**src/rtl/util_spi_master_if.sv**
```systemverilog
// Bundle of the request/response handshake and the tri-stated SPI master bus
// driven by util_spi_master.
interface util_spi_master_if #(
  parameter int SLAVE_NUM  = 4,
  parameter int DATA_WIDTH = 8
);
  localparam int SEL_W = (SLAVE_NUM > 1) ? $clog2(SLAVE_NUM) : 1;

  logic [DATA_WIDTH-1:0] s_tx_data;
  logic [SEL_W-1:0]      s_tx_sel;
  logic                  s_tx_valid;
  logic                  s_tx_ready;
  logic [DATA_WIDTH-1:0] m_rx_data;
  logic                  m_rx_valid;
  logic                  busy;
  logic                  spi_clk_o;
  logic                  spi_clk_t;
  logic                  spi_mosi_o;
  logic                  spi_mosi_t;
  logic                  spi_miso_i;
  logic [SLAVE_NUM-1:0]  spi_cs_o;
  logic                  spi_cs_t;

  modport master (
    input  s_tx_data, s_tx_sel, s_tx_valid, spi_miso_i,
    output s_tx_ready, m_rx_data, m_rx_valid, busy,
           spi_clk_o, spi_clk_t, spi_mosi_o, spi_mosi_t, spi_cs_o, spi_cs_t
  );

  modport slave (
    output s_tx_data, s_tx_sel, s_tx_valid, spi_miso_i,
    input  s_tx_ready, m_rx_data, m_rx_valid, busy,
           spi_clk_o, spi_clk_t, spi_mosi_o, spi_mosi_t, spi_cs_o, spi_cs_t
  );
endinterface

```
**src/rtl/util_spi_master.sv**
```systemverilog
// Single-word SPI master: one word per request, MSB first, divided SCLK with
// compile-time CPOL/CPHA; every bus output comes straight from a flop.
module util_spi_master #(
  parameter int   SLAVE_NUM  = 4,
  parameter int   DATA_WIDTH = 8,
  parameter int   CLK_DIV    = 4,
  parameter logic CPOL       = 1'b0,
  parameter logic CPHA       = 1'b0
) (
  input  logic            clk,
  input  logic            rst,
  util_spi_master_if.master bus
);
  localparam int SEL_W  = (SLAVE_NUM > 1) ? $clog2(SLAVE_NUM) : 1;
  localparam int CNT_W  = (CLK_DIV > 1) ? $clog2(CLK_DIV) : 1;
  localparam int EDGE_W = $clog2(2 * DATA_WIDTH + 1);
  localparam logic [CNT_W-1:0]  CNT_TC    = CNT_W'(CLK_DIV - 1);
  localparam logic [EDGE_W-1:0] EDGE_LAST = EDGE_W'(2 * DATA_WIDTH);

  typedef enum logic [2:0] {IDLE, SETUP, SHIFT, HOLD, GAP} state_e;

  state_e                state_q, state_d;
  logic [CNT_W-1:0]      cnt_q, cnt_d;
  logic [EDGE_W-1:0]     edge_q, edge_d;
  logic [DATA_WIDTH-1:0] tx_q, tx_d;
  logic [DATA_WIDTH-1:0] rx_q, rx_d;
  logic [DATA_WIDTH-1:0] rx_data_q, rx_data_d;
  logic                  rx_valid_q, rx_valid_d;
  logic                  ready_q, ready_d;
  logic                  busy_q, busy_d;
  logic                  sclk_q, sclk_d;
  logic                  mosi_q, mosi_d;
  logic                  mosi_t_q, mosi_t_d;
  logic [SLAVE_NUM-1:0]  cs_q, cs_d;

  logic                  tc;
  logic [EDGE_W-1:0]     edge_nxt;
  logic                  lead;

  assign tc       = (cnt_q == CNT_TC);
  assign edge_nxt = edge_q + EDGE_W'(1);
  assign lead     = edge_nxt[0];

  always_comb begin
    state_d    = state_q;
    cnt_d      = cnt_q;
    edge_d     = edge_q;
    tx_d       = tx_q;
    rx_d       = rx_q;
    rx_data_d  = rx_data_q;
    rx_valid_d = 1'b0;
    ready_d    = ready_q;
    busy_d     = busy_q;
    sclk_d     = sclk_q;
    mosi_d     = mosi_q;
    mosi_t_d   = mosi_t_q;
    cs_d       = cs_q;
    unique case (state_q)
      IDLE: begin
        ready_d = 1'b1;
        if (bus.s_tx_valid && ready_q) begin
          state_d  = SETUP;
          cnt_d    = '0;
          edge_d   = '0;
          ready_d  = 1'b0;
          busy_d   = 1'b1;
          mosi_t_d = 1'b1;
          // CPHA=0 puts the MSB out now, so the shifter starts one bit ahead
          if (CPHA) begin
            tx_d   = bus.s_tx_data;
            mosi_d = 1'b0;
          end else begin
            tx_d   = bus.s_tx_data << 1;
            mosi_d = bus.s_tx_data[DATA_WIDTH-1];
          end
          for (int i = 0; i < SLAVE_NUM; i++) cs_d[i] = (bus.s_tx_sel != SEL_W'(i));
        end
      end
      SETUP: begin
        cnt_d = tc ? '0 : cnt_q + CNT_W'(1);
        if (tc) state_d = SHIFT;
      end
      SHIFT: begin
        cnt_d = tc ? '0 : cnt_q + CNT_W'(1);
        if (tc) begin
          sclk_d = ~sclk_q;
          edge_d = edge_nxt;
          // sample on leading edges for CPHA=0, trailing edges for CPHA=1
          if (lead ^ CPHA) begin
            rx_d = {rx_q[DATA_WIDTH-2:0], bus.spi_miso_i};
          end else if (edge_nxt != EDGE_LAST) begin
            mosi_d = tx_q[DATA_WIDTH-1];
            tx_d   = tx_q << 1;
          end
          if (edge_nxt == EDGE_LAST) state_d = HOLD;
        end
      end
      HOLD: begin
        cnt_d = tc ? '0 : cnt_q + CNT_W'(1);
        if (tc) begin
          state_d    = GAP;
          cs_d       = '1;
          mosi_t_d   = 1'b0;
          mosi_d     = 1'b0;
          rx_valid_d = 1'b1;
          rx_data_d  = rx_q;
        end
      end
      GAP: begin
        cnt_d = tc ? '0 : cnt_q + CNT_W'(1);
        if (tc) begin
          state_d = IDLE;
          ready_d = 1'b1;
          busy_d  = 1'b0;
        end
      end
      default: state_d = IDLE;
    endcase
  end

  always_ff @(posedge clk or posedge rst) begin
    if (rst) begin
      state_q    <= IDLE;
      cnt_q      <= '0;
      edge_q     <= '0;
      tx_q       <= '0;
      rx_q       <= '0;
      rx_data_q  <= '0;
      rx_valid_q <= 1'b0;
      ready_q    <= 1'b0;
      busy_q     <= 1'b0;
      sclk_q     <= CPOL;
      mosi_q     <= 1'b0;
      mosi_t_q   <= 1'b0;
      cs_q       <= '1;
    end else begin
      state_q    <= state_d;
      cnt_q      <= cnt_d;
      edge_q     <= edge_d;
      tx_q       <= tx_d;
      rx_q       <= rx_d;
      rx_data_q  <= rx_data_d;
      rx_valid_q <= rx_valid_d;
      ready_q    <= ready_d;
      busy_q     <= busy_d;
      sclk_q     <= sclk_d;
      mosi_q     <= mosi_d;
      mosi_t_q   <= mosi_t_d;
      cs_q       <= cs_d;
    end
  end

  assign bus.s_tx_ready = ready_q;
  assign bus.m_rx_data  = rx_data_q;
  assign bus.m_rx_valid = rx_valid_q;
  assign bus.busy       = busy_q;
  assign bus.spi_clk_o  = sclk_q;
  assign bus.spi_clk_t  = 1'b1;
  assign bus.spi_mosi_o = mosi_q;
  assign bus.spi_mosi_t = mosi_t_q;
  assign bus.spi_cs_o   = cs_q;
  assign bus.spi_cs_t   = 1'b1;
endmodule

```
**src/flat_wrapper.sv**
```systemverilog
// flat-port wrapper written by rule: the top's interface ports become plain ports
module util_spi_master_flat 
#(
  parameter int   SLAVE_NUM  = 4,
  parameter int   DATA_WIDTH = 8,
  parameter int   CLK_DIV    = 4,
  parameter logic CPOL       = 1'b0,
  parameter logic CPHA       = 1'b0
)
  (clk, rst, bus_s_tx_data, bus_s_tx_sel, bus_s_tx_valid, bus_spi_miso_i, bus_s_tx_ready, bus_m_rx_data, bus_m_rx_valid, bus_busy, bus_spi_clk_o, bus_spi_clk_t, bus_spi_mosi_o, bus_spi_mosi_t, bus_spi_cs_o, bus_spi_cs_t);
  util_spi_master_if #(.SLAVE_NUM(SLAVE_NUM), .DATA_WIDTH(DATA_WIDTH)) bus_i ();
  input  logic clk;
  input  logic rst;
  input wire logic [$bits(bus_i.s_tx_data)-1:0] bus_s_tx_data;
  input wire logic [$bits(bus_i.s_tx_sel)-1:0] bus_s_tx_sel;
  input wire logic [$bits(bus_i.s_tx_valid)-1:0] bus_s_tx_valid;
  input wire logic [$bits(bus_i.spi_miso_i)-1:0] bus_spi_miso_i;
  output wire logic [$bits(bus_i.s_tx_ready)-1:0] bus_s_tx_ready;
  output wire logic [$bits(bus_i.m_rx_data)-1:0] bus_m_rx_data;
  output wire logic [$bits(bus_i.m_rx_valid)-1:0] bus_m_rx_valid;
  output wire logic [$bits(bus_i.busy)-1:0] bus_busy;
  output wire logic [$bits(bus_i.spi_clk_o)-1:0] bus_spi_clk_o;
  output wire logic [$bits(bus_i.spi_clk_t)-1:0] bus_spi_clk_t;
  output wire logic [$bits(bus_i.spi_mosi_o)-1:0] bus_spi_mosi_o;
  output wire logic [$bits(bus_i.spi_mosi_t)-1:0] bus_spi_mosi_t;
  output wire logic [$bits(bus_i.spi_cs_o)-1:0] bus_spi_cs_o;
  output wire logic [$bits(bus_i.spi_cs_t)-1:0] bus_spi_cs_t;
  assign bus_i.s_tx_data = bus_s_tx_data;
  assign bus_i.s_tx_sel = bus_s_tx_sel;
  assign bus_i.s_tx_valid = bus_s_tx_valid;
  assign bus_i.spi_miso_i = bus_spi_miso_i;
  assign bus_s_tx_ready = bus_i.s_tx_ready;
  assign bus_m_rx_data = bus_i.m_rx_data;
  assign bus_m_rx_valid = bus_i.m_rx_valid;
  assign bus_busy = bus_i.busy;
  assign bus_spi_clk_o = bus_i.spi_clk_o;
  assign bus_spi_clk_t = bus_i.spi_clk_t;
  assign bus_spi_mosi_o = bus_i.spi_mosi_o;
  assign bus_spi_mosi_t = bus_i.spi_mosi_t;
  assign bus_spi_cs_o = bus_i.spi_cs_o;
  assign bus_spi_cs_t = bus_i.spi_cs_t;
  util_spi_master #(.SLAVE_NUM(SLAVE_NUM), .DATA_WIDTH(DATA_WIDTH), .CLK_DIV(CLK_DIV), .CPOL(CPOL), .CPHA(CPHA)) u_core (.clk(clk), .rst(rst), .bus(bus_i));
endmodule
```
**config.mk**
```make
export PLATFORM = sky130hd
export DESIGN_NAME = util_spi_master_flat
export DESIGN_NICKNAME = d
export VERILOG_FILES = /design/src/rtl/util_spi_master_if.sv /design/src/rtl/util_spi_master.sv /design/src/flat_wrapper.sv
export SDC_FILE = /design/constraint.sdc
export NUM_CORES = 1
export LEC_CHECK = 0
export ABC_AREA = 1
export ABC_CLOCK_PERIOD_IN_PS = 2540
export BUFFER_PORTS_ARGS = -buffer_cell sky130_fd_sc_hd__buf_4
export CORE_MARGIN = 3
export CORE_UTILIZATION = 45
export CTS_CLUSTER_SIZE = 8
export DETAILED_ROUTE_END_ITERATION = 10
export GPL_TIMING_DRIVEN = 0
export PLACE_DENSITY = 0.7
export SLEW_MARGIN = 40
export SYNTH_ARGS = -nofsm -noshare
export SYNTH_HDL_FRONTEND = slang
export SYNTH_SLANG_ARGS = --single-unit
```
**constraint.sdc**
```tcl
create_clock -name clk -period 2.54 [get_ports clk]
set_input_delay 0.381 -clock clk [delete_from_list [all_inputs] [get_ports clk]]
set_output_delay 0.381 -clock clk [all_outputs]
set_load 0.005 [all_outputs]
```
==> reports/results.ini, run 1 <==
[critical_path]
rrSetupSlack_ns=0.96
cp_data_arrival_time_ns=1.82
start_kind=flop
worstPathRequired_ns=2.77
critPathTopFamily=simple AND/OR/NAND/NOR gates
worst-r2r-cell-count=9
path_buf_inv=1
worstSetupEndpointType=flop
cp_max_fo=9
r2r_end=u_core.tx_q[1]$_DFFE_PP0P_
worst-setup-path-type=reg -> reg
worstPathCellList=ha_1 -> nand2_1 -> inv_1 -> nand3_1 -> nand2_1 -> nand4_4 -> nand3_4 -> nand2_1 -> nand2_1
cp_slowest_cell=dfrtp_1
r2r-start=u_core.edge_q[0]$_DFFE_PP0P_
crit_top_cell=nand2_1
slowest_delay_ns=0.40

[die]
die_y_um=72.7
initial_core_util=0.482
die-area_um2=5280
io_pins=34
fp-row-count=23
die_x_um=72.7
core-area_um2=4140

[cells_and_area]
regArea_um2=1080
postLayoutCoreUtil=0.588
final_area_um2=2440
final_nets=281
diodes=0
area_delta_synth_final_pct=21.9
multi_input_area_um2=793
final_layout_size_suffix_gt1_frac=0.257
n_fill_cell=373

[power]
p_leak_nw=1.24
seqPwrFrac=0.422
p_comb_frac=0.381
vdd_ir_drop_max_v=0.000524
swShare=0.369
power_density_nw_per_um2=1070
power_mw=2.61
power_switching_mw=0.961
p_int_mw=1.65
clkPwrFrac=0.197

[logic_synthesis]
yosys.area.top_type_share=0.488
synth-seq-cells=43
synthDistinctLibCells=30
syn_area_um2=2000
synth_top_cell_by_area=dfrtp_1
synth_area_per_cell_um2=8.93
yosysWarnings=0
synth-seq-area-share=0.541
netlist_instances=224
synth.area.top_cells=dfrtp_1, nand2_1, dfstp_2

[detailed_routing]
drt_wl_total_um=3910
drt-initial-drc-count=124
vias=1558
routed_via_density=4.95
ant_nets=0
drt_pass1_iterations=4
drc=0
avgRoutedWirePerCell_um=12.4

[global_routing]
grt_max_degree=33
antenna_found_initial=0
grt_use_total=0.170
grt-ovfl-total=0
grt_pass1_vias=1559
grt_first_pass_wirelength_um=7000

[sta]
timing.final.max_slew_violations=0
hold_viol_final=0
rsz0062_at_grt=false
finalClockSkew_ns=0.00418
max_freq_ghz=0.632
final.setup.tns_ns=0
post-route-min-period_ns=1.58
period_share=0.623
setup_violations=0

[run_status]
status=finished, final reports clean

[worst_hold_path]
hold_depth=2
hold_path_class=in -> reg
hp-start=bus_s_tx_sel[0]
whs_endpoint=u_core.bus.spi_cs_o[1]$_DFFE_PP1P_

[clocking]
clock-root-buffer=clkbuf_8
clk_pin_slew_ns=0.08
tritoncts=done
htree_levels=2
clock-sinks=43
clk_latency_ns=0.29
cts_inserted_buffers=5
cts_resized=0
holdBufCountCts=1
cts_max_path_buffers=2
cts_setup_buffers=0

[placed_design]
post-dp-hpwl_um=2830
dpl-instance-area_um2=2320
io_buffer_count=31
gp_congestion=0.764

[job]
maxCapViolCount=0

how the worst max path moves through the flow:
| stage | startpoint | endpoint | slack, ns | cells after the start |
|---|---|---|---|---|
| finish | u_core.edge_q[0]$_DFFE_PP0P_ | u_core.tx_q[1]$_DFFE_PP0P_ | 0.96 | 9 |
| global route | u_core.edge_q[1]$_DFFE_PP0P_ | u_core.tx_q[5]$_DFFE_PP0P_ | 0.80 | 9 |
| CTS | u_core.edge_q[0]$_DFFE_PP0P_ | u_core.tx_q[5]$_DFFE_PP0P_ | 0.96 | 9 |
| detailed placement | u_core.edge_q[0]$_DFFE_PP0P_ | u_core.tx_q[1]$_DFFE_PP0P_ | 0.99 | 9 |
| global placement | rst | u_core.tx_q[4]$_DFFE_PP0P_ | 0.52 | 2 |
| floorplan | rst | u_core.bus.busy$_DFFE_PP0P_ | 1.16 | 1 |
layer usage:
metal | track usage | share of wire
met3 | 0.0523 | 0.046
met5 | 0 | 0
met4 | 0.0615 | 0.014
met2 | 0.256 | 0.45
met1 | 0.231 | 0.49
state kept, by name, indices dropped and copies added, names as in the netlist:
signal,cells
u_core.edge_q,5
u_core.bus.spi_cs_o,4
u_core.bus.m_rx_data,8
u_core.cnt_q,2
u_core.state_q,3
u_core.rx_q,8
u_core.bus.spi_mosi_t,1
u_core.bus.s_tx_ready,1
u_core.bus.spi_mosi_o,1
u_core.bus.m_rx_valid,1
u_core.tx_q,7
u_core.bus.busy,1
u_core.bus.spi_clk_o,1
power groups by stage:
stage	Combinational (mW)	Clock (mW)	Sequential, mW
final	0.994	0.514	1.10
after global routing	1.14	0.559	1.14
after CTS	1.01	0.530	1.10
after floorplan	0.699	0	1.09
after detailed placement	1.01	0	1.11
after global placement	0.974	0	1.11
cell usage after synthesis:
cell type and n:
nor2_4 2, conb_1 1, a22o_1 2, a21oi_1 1
nand2_2 3, nand2_1 73, nand4_4 1, o221ai_1 1
o22a_1 1, a21oi_2 2, nor2_2 1, nor2_1 10
dfrtp_1 39, nand3_4 1, buf_6 1, nand3_2 1
a31oi_1 4, buf_2 1, o21ai_1 7, o22ai_1 1
buf_4 3, nand4_1 8, dfstp_2 4, inv_2 4
nand3_1 11, xnor2_1 1, o21ai_0 14, nand2_4 4
ha_1 2, inv_1 20
stage by stage:
step                worst slack (ns)  cells  hold slack [ns]
floorplan                       1.16    225            0.442
global placement               0.521    306            0.454
detailed placement             0.990    307            0.308
CTS                            0.957    315            0.238
global route                   0.795    315            0.245
finish                         0.957    315            0.246
cells by family after synthesis:
kind of cell               share of synthesized area
xor gates and xnor gates                     0.00438
other                                        0.00188
buffers and inverters                         0.0644
AOI/OAI and AO/OA                             0.0970
DFF                                            0.541
adders and majority gates                     0.0125
and+or+nand+nor                                0.279
placed cells by master (no fill, tap or decap):
master / netlist / final
o22ai_1: 1 / 1
bufinv_16: 0 / 1
dfrtp_1: 39 / 39
dfstp_2: 4 / 4
nor2_2: 1 / 1
inv_2: 4 / 4
clkinvlp_4: 0 / 1
nand4_4: 1 / 1
buf_12: 0 / 1
nand2_1: 73 / 73
nand2_4: 4 / 4
nand3_2: 1 / 1
dlygate4sd3_1: 0 / 1
o221ai_1: 1 / 1
nor2_1: 10 / 10
o21ai_0: 14 / 14
conb_1: 1 / 2
a22o_1: 2 / 2
nand4_1: 8 / 8
nor2_4: 2 / 2
ha_1: 2 / 2
inv_1: 20 / 19
inv_4: 0 / 1
nand2_2: 3 / 3
a21oi_1: 1 / 1
o21ai_1: 7 / 7
xnor2_1: 1 / 1
o22a_1: 1 / 1
a21oi_2: 2 / 2
buf_2: 1 / 1
buf_6: 1 / 1
clkbuf_8: 0 / 5
nand3_1: 11 / 11
nand3_4: 1 / 1
buf_4: 3 / 34
a31oi_1: 4 / 4
cell type report:
cell class | count | area share
flip-flops and latches | 43 | 0.444
multi-input cells | 153 | 0.325
repair buffers | 33 | 0.108
inverters | 24 | 0.0380
clock buffers | 5 | 0.0282
well taps | 50 | 0.0257
plain buffers | 5 | 0.0159
clock inverters | 2 | 0.0154
(Power assumes the default switching activity.)
==> run 2, diff against run 1 <==
--- a/config.mk
+++ b/config.mk
@@ -6,7 +6,7 @@
 export NUM_CORES = 1
 export LEC_CHECK = 0
 export ABC_AREA = 1
-export ABC_CLOCK_PERIOD_IN_PS = 2540
+export ABC_CLOCK_PERIOD_IN_PS = 1590
 export BUFFER_PORTS_ARGS = -buffer_cell sky130_fd_sc_hd__buf_4
 export CORE_MARGIN = 3
 export CORE_UTILIZATION = 45
==> constraint.sdc (replaced) <==
create_clock -name clk -period 1.59 [get_ports clk]
set_input_delay 0.2385 -clock clk [delete_from_list [all_inputs] [get_ports clk]]
set_output_delay 0.2385 -clock clk [all_outputs]
set_load 0.005 [all_outputs]
==> run 2 against run 1 <==
- core utilization rose by 1.4 points
- largest power group unchanged
- global-route usage did not move
- routed wire length rose by 5.6%
- sequential power rose by 60%
- first-iteration DRC count rose by 8.9%
- clock power rose by 60%
==> reports/results.ini, run 2 (synthesis results as in run 1) <==
[run_status]
status=finished, final reports clean

[worst_hold_path]
hp-start=bus_s_tx_sel[0]
hold_depth=2  ; unchanged
whs_endpoint=u_core.bus.spi_cs_o[1]$_DFFE_PP1P_
hold_path_class=in -> reg

[die]
die_x_um=72.7  ; unchanged
die-area_um2=5280  ; unchanged
io_pins=34  ; unchanged
core-area_um2=4140  ; unchanged
fp-row-count=23  ; unchanged
die_y_um=72.7  ; unchanged
initial_core_util=0.482  ; unchanged

[sta]
post-route-min-period_ns=1.48  ; -0.0984 ns
hold_viol_final=0  ; unchanged
max_freq_ghz=0.674  ; +6.6%
timing.final.max_slew_violations=0  ; unchanged
period_share=0.934  ; +0.310
setup_violations=0  ; unchanged
finalClockSkew_ns=0.00522  ; +0.00104 ns

[cells_and_area]
postLayoutCoreUtil=0.602  ; +0.0136
final_layout_size_suffix_gt1_frac=0.288  ; +0.0312
final_area_um2=2490  ; +2.3%
diodes=0  ; unchanged
area_delta_synth_final_pct=24.7
final_cell_mix=nand2_1, buf_4, dfrtp_1
final_nets=287  ; +2.1%
n_fill_cell=362  ; -2.9%
layout_commonest_cell=nand2_1

[clocking]
cts_max_path_buffers=2  ; unchanged
clk_latency_ns=0.29  ; about the same
tritoncts=done
cts_inserted_buffers=5  ; unchanged
clock-sinks=43  ; unchanged
clk_pin_slew_ns=0.08  ; about the same
clock-root-buffer=clkbuf_8
htree_levels=2  ; unchanged

[placed_design]
io_buffer_count=31  ; unchanged
post-dp-hpwl_um=2830  ; unchanged
gp_congestion=0.764  ; unchanged
dpl-instance-area_um2=2320  ; unchanged

[detailed_routing]
ant_nets=0  ; unchanged
vias=1620  ; +4.0%
drc=0  ; unchanged
drt_wl_total_um=4120  ; +5.6%
drt_pass1_iterations=4  ; unchanged
drt-initial-drc-count=135  ; +8.9%
avgRoutedWirePerCell_um=12.8  ; +3.6%
routed_via_density=5.05  ; +2.0%

[global_routing]
grt_max_degree=33  ; unchanged
grt_use_met1=0.231  ; unchanged
top_usage_layer=met2
met3_usage=0.0523  ; unchanged
met2_usage=0.256  ; unchanged
grt-ovfl-total=0  ; unchanged
grt_pass1_vias=1559  ; unchanged
antenna_found_initial=0  ; unchanged
grt_first_pass_wirelength_um=7000  ; unchanged
grt_use_total=0.170  ; unchanged

[critical_path]
worst-r2r-cell-count=8  ; -1
path_buf_inv=2  ; +1
crit_top_cell=nand2_1
r2r_end=u_core.tx_q[1]$_DFFE_PP0P_
worstSetupEndpointType=flop
slowest_delay_ns=0.44  ; +0.04 ns
worstPathRequired_ns=1.82  ; -0.95 ns
cp_max_fo=10  ; +1
worstPathCellList=inv_2 -> nand2_4 -> nor2_4 -> buf_4 -> nand2_2 -> nand3_4 -> nand2_1 -> nand2_1
cp_data_arrival_time_ns=1.72  ; -0.10 ns
rrSetupSlack_ns=0.11  ; -0.85 ns
start_kind=flop
cp_slowest_cell=dfrtp_1
critPathTopFamily=simple AND/OR/NAND/NOR gates
worst-setup-path-type=reg -> reg
r2r-start=u_core.state_q[2]$_DFFE_PP0P_

[power]
vdd_ir_drop_max_v=0.000870  ; +66%
p_leak_nw=1.26  ; +2.4%
power_density_nw_per_um2=1710  ; +60%

[job]
maxCapViolCount=0  ; unchanged

run 2: area by class of cell:
class                   count  area (µm²)  area share
clock buffers               5        68.8      0.0276
flip-flops and latches     43        1080       0.434
clock inverters             2        37.5      0.0151
well taps                  50        62.6      0.0251
inverters                  24        92.6      0.0371
plain buffers               5        38.8      0.0156
repair buffers             38         300       0.120
multi-input cells         154         811       0.325
run 2: worst max path at each step:
stage	start	end	slack, ns	cells after the start
after CTS	u_core.edge_q[0]$_DFFE_PP0P_	u_core.tx_q[5]$_DFFE_PP0P_	0.007	9
final	u_core.state_q[2]$_DFFE_PP0P_	u_core.tx_q[1]$_DFFE_PP0P_	0.11	8
after detailed placement	u_core.edge_q[0]$_DFFE_PP0P_	u_core.tx_q[1]$_DFFE_PP0P_	0.04	9
after global placement	rst	u_core.tx_q[4]$_DFFE_PP0P_	-0.29	2
after floorplan	u_core.edge_q[0]$_DFFE_PP0P_	u_core.state_q[0]$_DFFE_PP0P_	0.24	10
after global routing	u_core.state_q[2]$_DFFE_PP0P_	u_core.tx_q[5]$_DFFE_PP0P_	-0.0003	8
run 2: timing repair:
| action | 4_1_cts | 5_1_grt |
|---|---|---|
| setup endpoints to repair | 0 | 11 |
| setup buffers | 0 | 5 |
| hold buffers | 1 | 0 |
| hold endpoints to repair | 11 | 0 |
| gates resized for setup | 0 | 4 |
run 2: through the flow:
step	total power, mW	hold slack (ns)	setup TNS [ns]	instances	setup WS [ns]
3_3_place_gp	3.32	0.407	-11.12	306	-0.287
2_1_floorplan	2.86	0.301	0	225	0.236
4_1_cts	4.22	0.0954	0	315	0.00689
3_5_place_dp	3.38	0.165	0	307	0.0397
5_1_grt	4.62	0.102	-0.000268	321	-0.000268
6_report	4.26	0.105	0	321	0.106
run 2: routing by layer:
layer / vias up / share of wire
met1: 764 / 0.47
li1: 823 / -
met4: 0 / 0.014
met3: 4 / 0.041
met5: - / 0
met2: 29 / 0.47
run 2: power breakdown:
| part | internal (mW) | leakage, nW | switching (mW) |
|---|---|---|---|
| Sequential | 1.50 | 0.547 | 0.257 |
| Clock | 0.459 | 0.0502 | 0.361 |
| Combinational | 0.724 | 0.667 | 0.956 |
| Total | 2.69 | 1.26 | 1.57 |
